==> src/rtl/uart_rx_oversampler.sv <==
// UART RX oversampler: per-bit edge counter with a mid-bit majority vote over SAMPLES samples.
// Define UART_RX_SYNC_EN to pass RX_IN through a 2-flop synchroniser before sampling.
module uart_rx_oversampler #(
    parameter int unsigned PRESCALE_W = 6,
    parameter int unsigned SAMPLES    = 3
) (
    input  logic                  CLK,
    input  logic                  RST,
    input  logic                  RX_IN,
    input  logic                  samp_en,
    input  logic [PRESCALE_W-1:0] Prescale,
    output logic [PRESCALE_W-1:0] edge_cnt,
    output logic                  bit_done,
    output logic                  sampled_bit,
    output logic                  sample_valid,
    output logic                  noise_err
);

    localparam int unsigned PW  = PRESCALE_W;
    localparam int unsigned EW  = PRESCALE_W + 1;
    localparam int unsigned H   = (SAMPLES - 1) / 2;
    localparam int unsigned SCW = 3;

    typedef enum logic {
        IDLE  = 1'b0,
        COUNT = 1'b1
    } state_t;

    state_t state, state_nxt;

    logic                rx_s;
    logic                start_c;
    logic                run_c;
    logic [PW-1:0]       last_c;
    logic                wrap_c;
    logic [PW-1:0]       cnt_nxt_c;
    logic [EW-1:0]       center_c;
    logic [EW-1:0]       win_lo_c;
    logic [EW-1:0]       win_hi_c;
    logic [EW-1:0]       cnt_ext_c;
    logic                legal_c;
    logic                in_win_c;
    logic                final_c;
    logic                full_c;
    logic [SAMPLES-1:0]  vote_q;
    logic [SAMPLES-1:0]  vote_nxt_c;
    logic [SCW-1:0]      samp_cnt_q;

    function automatic logic majority(input logic [SAMPLES-1:0] v);
        int unsigned ones;
        ones = 0;
        for (int i = 0; i < int'(SAMPLES); i++) begin
            ones += 32'(v[i]);
        end
        return (ones > H);
    endfunction

`ifdef UART_RX_SYNC_EN
    logic [1:0] sync_q;

    // Two-stage synchroniser; idles high like the line.
    always_ff @(posedge CLK or negedge RST) begin
        if (!RST) begin
            sync_q <= 2'b11;
        end else begin
            sync_q <= {sync_q[0], RX_IN};
        end
    end

    assign rx_s = sync_q[1];
`else
    assign rx_s = RX_IN;
`endif

    // State register.
    always_ff @(posedge CLK or negedge RST) begin
        if (!RST) begin
            state <= IDLE;
        end else begin
            state <= state_nxt;
        end
    end

    // Next-state logic.
    always_comb begin
        state_nxt = state;
        case (state)
            IDLE:    if (samp_en)  state_nxt = COUNT;
            COUNT:   if (!samp_en) state_nxt = IDLE;
            default: state_nxt = IDLE;
        endcase
    end

    // FSM outputs: the IDLE cycle that sees samp_en counts as edge 0 of the first bit.
    always_comb begin
        start_c = 1'b0;
        run_c   = 1'b0;
        case (state)
            IDLE:    start_c = samp_en;
            COUNT:   run_c   = samp_en;
            default: begin
                start_c = 1'b0;
                run_c   = 1'b0;
            end
        endcase
    end

    assign last_c    = Prescale - PW'(1);
    assign wrap_c    = (edge_cnt >= last_c);
    assign cnt_nxt_c = (start_c || run_c) ? (wrap_c ? '0 : edge_cnt + PW'(1)) : '0;

    // Sample window [C-H, C+H] around mid-bit; only meaningful for legal Prescale.
    assign center_c  = EW'(Prescale >> 1);
    assign win_lo_c  = center_c - EW'(H);
    assign win_hi_c  = center_c + EW'(H);
    assign cnt_ext_c = EW'(edge_cnt);
    assign legal_c   = (EW'(Prescale) >= EW'(SAMPLES + 2));
    assign in_win_c  = run_c && legal_c && (cnt_ext_c >= win_lo_c) && (cnt_ext_c <= win_hi_c);
    assign final_c   = in_win_c && (cnt_ext_c == win_hi_c);
    assign full_c    = (samp_cnt_q == SCW'(SAMPLES - 1));

    assign vote_nxt_c = (vote_q << 1) | SAMPLES'(rx_s);

    // Edge counter and bit boundary pulse.
    always_ff @(posedge CLK or negedge RST) begin
        if (!RST) begin
            edge_cnt <= '0;
            bit_done <= 1'b0;
        end else begin
            edge_cnt <= cnt_nxt_c;
            bit_done <= (start_c || run_c) && (cnt_nxt_c == last_c);
        end
    end

    // Vote collection; cleared on wrap or whenever the frame is not running.
    always_ff @(posedge CLK or negedge RST) begin
        if (!RST) begin
            vote_q     <= '0;
            samp_cnt_q <= '0;
        end else if (!run_c || wrap_c) begin
            vote_q     <= '0;
            samp_cnt_q <= '0;
        end else if (in_win_c) begin
            vote_q     <= vote_nxt_c;
            samp_cnt_q <= samp_cnt_q + SCW'(1);
        end
    end

    // Resolved bit, noise flag and strobe; bit and flag hold between strobes.
    always_ff @(posedge CLK or negedge RST) begin
        if (!RST) begin
            sampled_bit  <= 1'b1;
            sample_valid <= 1'b0;
            noise_err    <= 1'b0;
        end else begin
            sample_valid <= final_c && full_c;
            if (final_c && full_c) begin
                sampled_bit <= majority(vote_nxt_c);
                noise_err   <= !((&vote_nxt_c) || (~|vote_nxt_c));
            end
        end
    end

endmodule
==> config.mk <==
export PLATFORM = sky130hd
export DESIGN_NAME = uart_rx_oversampler
export DESIGN_NICKNAME = d
export VERILOG_FILES = /design/src/rtl/uart_rx_oversampler.sv
export SDC_FILE = /design/constraint.sdc
export NUM_CORES = 1
export LEC_CHECK = 0
export BUFFER_PORTS_ARGS = -buffer_cell sky130_fd_sc_hd__buf_4
export CORE_MARGIN = 8
export CORE_UTILIZATION = 45
export DETAILED_ROUTE_END_ITERATION = 6
export HOLD_SLACK_MARGIN = 0.08
export SLEW_MARGIN = 20
export SYNTH_ARGS = -nofsm -noshare
export SYNTH_HDL_FRONTEND = slang
export SYNTH_SLANG_ARGS = --single-unit
==> constraint.sdc <==
create_clock -name CLK -period 3.1 [get_ports CLK]
set_input_delay 0.155 -clock CLK [delete_from_list [all_inputs] [get_ports CLK]]
set_output_delay 0.155 -clock CLK [all_outputs]
set_load 0.005 [all_outputs]
==> out/metrics.yaml <==
clocking:
  cts_resized: 0
  clock-sinks: 16
  cts_buffers: 3
  cts_tree: "built"
  h-tree-depth: 1
  cts_root_buf: "clkbuf_4"
  cts_buffer_depth: 2
  clock_latency_ns: 0.28
  cts.reportedPaths.clkPinSlew_ns: 0.09
floorplan:
  initial_core_util_pct: 46.1
  coreArea_um2: 3280
  die_w_um: 74.0
  die_h_um: 74.0
  num_rows: 21
  dieArea_um2: 5470
  ios: 20
logic_synthesis:
  yosysTopAreaCellShare_pct: 24.8
  synth_most_common_cell: "ha_1"
  async_reset_ff_share_pct: 100
  netlist_area_um2: 1510
  synth_edf_count: 0
  synth_cell_types: 37
  yosys_register_bits: 16
  yosysWarnings: 0
  yosysTopAreaCell: "dfrtp_1"
  yosys-top-cells-area: "dfrtp_1, ha_1, xnor2_1, xor2_1, a21oi_1"
  ys_seq_area_share_pct: 26.6
  synthesis.nets: 205
  ys_top_cells_by_count: "ha_1, dfrtp_1, inv_1, a21oi_1"
  netlist_instances: 168
  synth-main-ff-cell: "dfrtp_1"
  synth_area_per_cell_um2: 9.00
power_and_ir_drop:
  finalPower_mw: 0.525
  p_switching_mw: 0.168
  p_leak_nw: 0.852
  clkPwrFrac_pct: 25.4
  combPwrFrac_pct: 31.3
  p_int_mw: 0.357
  switching_share_pct: 31.9
  p_seq_share_pct: 43.3
  vdd_drop_max_uv: 141
  cellPowerDensity_nw_per_um2: 298
placed_design:
  dpl_worst_slack_ns: 0.208
  hpwlAfterDp_mm: 2.85
  gp_congestion: 0.799
  buffer_ports.inserted: 19
  post_dp_cell_area_um2: 1710
sta:
  maxSlewHeadroom_pct: 67.4
  worst_pin_slew_ns: 0.484
  fin_crit_ns: 2.63
  clock_skew_ns: 0.00591
  finalSetupTns_ns: 0
  report.final.slew_viol_count: 0
  fin_crit_sh_pct: 84.9
  fmax_mhz: 380
  hold_slack_ns: 0.144
  grt_setup_unrepaired: "no"
  finalSetupViolations: 0
  hold_violations: 0
  fin_ws_ns: 0.469
critical_path:
  worstPathArrival_ns: 2.80
  cpPeakStageDelay_ns: 0.57
  crit_chain: "buf_4 > inv_1 > ha_1 > nand2_1 > xor2_1 > ha_1 > a21o_1 > a21oi_1 > a221oi_2 > o21ai_2 > or4b_4 > mux2_4"
  critPathLaunchType: "input pin"
  worstPathRequired_ns: 3.27
  path_class: "in -> reg"
  path_max_fanout: 8
  slowest_stage: "or4b_4"
  end_kind: "flip-flop"
  cpMostUsedCell: "ha_1"
flow_run:
  drv_cap: 0
route:
  num_vias: 1273
  first_pass_iters: 4
  post_drt_wl_per_cell_um: 14.8
  ant_nets: 0
  drt_iter0_drc: 29
  vias_per_cell: 5.35
  drc: 0
  drt-total-wl_mm: 3.52
grt:
  grt_overflow: 0
  antenna_found_initial: 0
  grt_pass1_wl_mm: 5.82
  grt_pass1_vias: 1270
  grt_max_degree: 17
  grt_use_total_pct: 13.5
layout:
  fillerInstances: 329
  antenna_cells: 0
  multi_input_area_um2: 1040
  seq_area_um2: 402
  nNetsFinal: 230
  area_growth_pct: 16.5
  postLayoutCellArea_um2: 1760
  drive_gt1_share_pct: 16.1
worst_hold_path:
  hold_class: "in -> reg"
run_status:
  status: "completed"
through the flow:
step | instances | utilization (%)
global route | 238 | 53.6
CTS | 238 | 53.6
finish | 238 | 53.6
floorplan | 168 | -
detailed placement | 232 | 51.9
global placement | 232 | 51.9
metal layers:
layer	vias up	routed length, µm	track usage, %
met2	32	1780	24.4
li1	647	-	-
met4	0	46	4.66
met3	4	112	2.29
met1	590	1580	15.5
met5	-	0	0
worst paths after layout:
check	from	cells past startpoint	slack, ns	endpoint
max in group asynchronous	RST	2	2.59	sampled_bit$_DFFE_PN1P_
worst min register to register	sampled_bit$_DFFE_PN1P_	2	0.48	sampled_bit$_DFFE_PN1P_
worst min-delay path	RX_IN	3	0.14	vote_q[0]$_DFFE_PN0P_
worst max register to register	edge_cnt[4]$_DFF_PN0_	7	0.65	noise_err$_DFFE_PN0P_
min in group asynchronous	RST	2	0.26	samp_cnt_q[0]$_DFFE_PN0P_
worst max-delay path	Prescale[1]	12	0.47	noise_err$_DFFE_PN0P_
timing repair:
item                                    4_1_cts  5_1_grt
hold buffers                                  2        0
endpoints found under the hold margin        17        0
buffers inserted                              0        0
endpoints found under the setup margin        0        0
layout make-up:
class | instances | share of cell area, %
clock buffers | 4 | 2.06
repair buffers | 22 | 9.66
well taps | 46 | 3.27
multi-input cells | 136 | 59.2
inverters | 14 | 2.98
flip-flops and latches | 16 | 22.8
logic make-up after synthesis:
| family | share of synthesized area, % |
|---|---|
| AO/OA/AOI/OAI | 17.8 |
| multiplexers | 1.65 |
| adder cells (fa/ha/maj) | 22.3 |
| buffers and inverters | 4.47 |
| XOR/XNOR | 9.84 |
| flip-flops | 26.6 |
| AND/OR/NAND/NOR | 17.4 |
critical path: cells and delay by family:
kind                       cells  cell delay [ns]
AOI/OAI and AO/OA              4             0.69
xor gates and xnor gates       1             0.15
adders and majority gates      2             0.54
buffers and inverters          2             0.29
muxes                          1             0.32
and+or+nand+nor                2             0.65
sequential cells by signal, indices dropped and copies added (netlist names):
signal        count
edge_cnt          6
state             1
bit_done          1
noise_err         1
samp_cnt_q        3
vote_q            2
sample_valid      1
sampled_bit       1
layout by cell type (no fill, tap or decap), types with 8 or more instances in the layout:
master,n
xnor2_1,9
nand3_1,10
nand2_1,9
dfrtp_1,15
ha_1,27
o21ai_0,10
inv_1,14
xor2_1,8
buf_4,20
nor2_1,9
a21oi_1,12
power by group through the flow:
stage | Combinational [mW] | Clock [mW] | Sequential, mW
finish | 0.164 | 0.133 | 0.228
global route | 0.184 | 0.151 | 0.228
CTS | 0.164 | 0.140 | 0.228
detailed placement | 0.160 | 0 | 0.232
global placement | 0.155 | 0 | 0.231
floorplan | 0.110 | 0 | 0.227
Note: power is estimated with default switching activity, not from simulation.
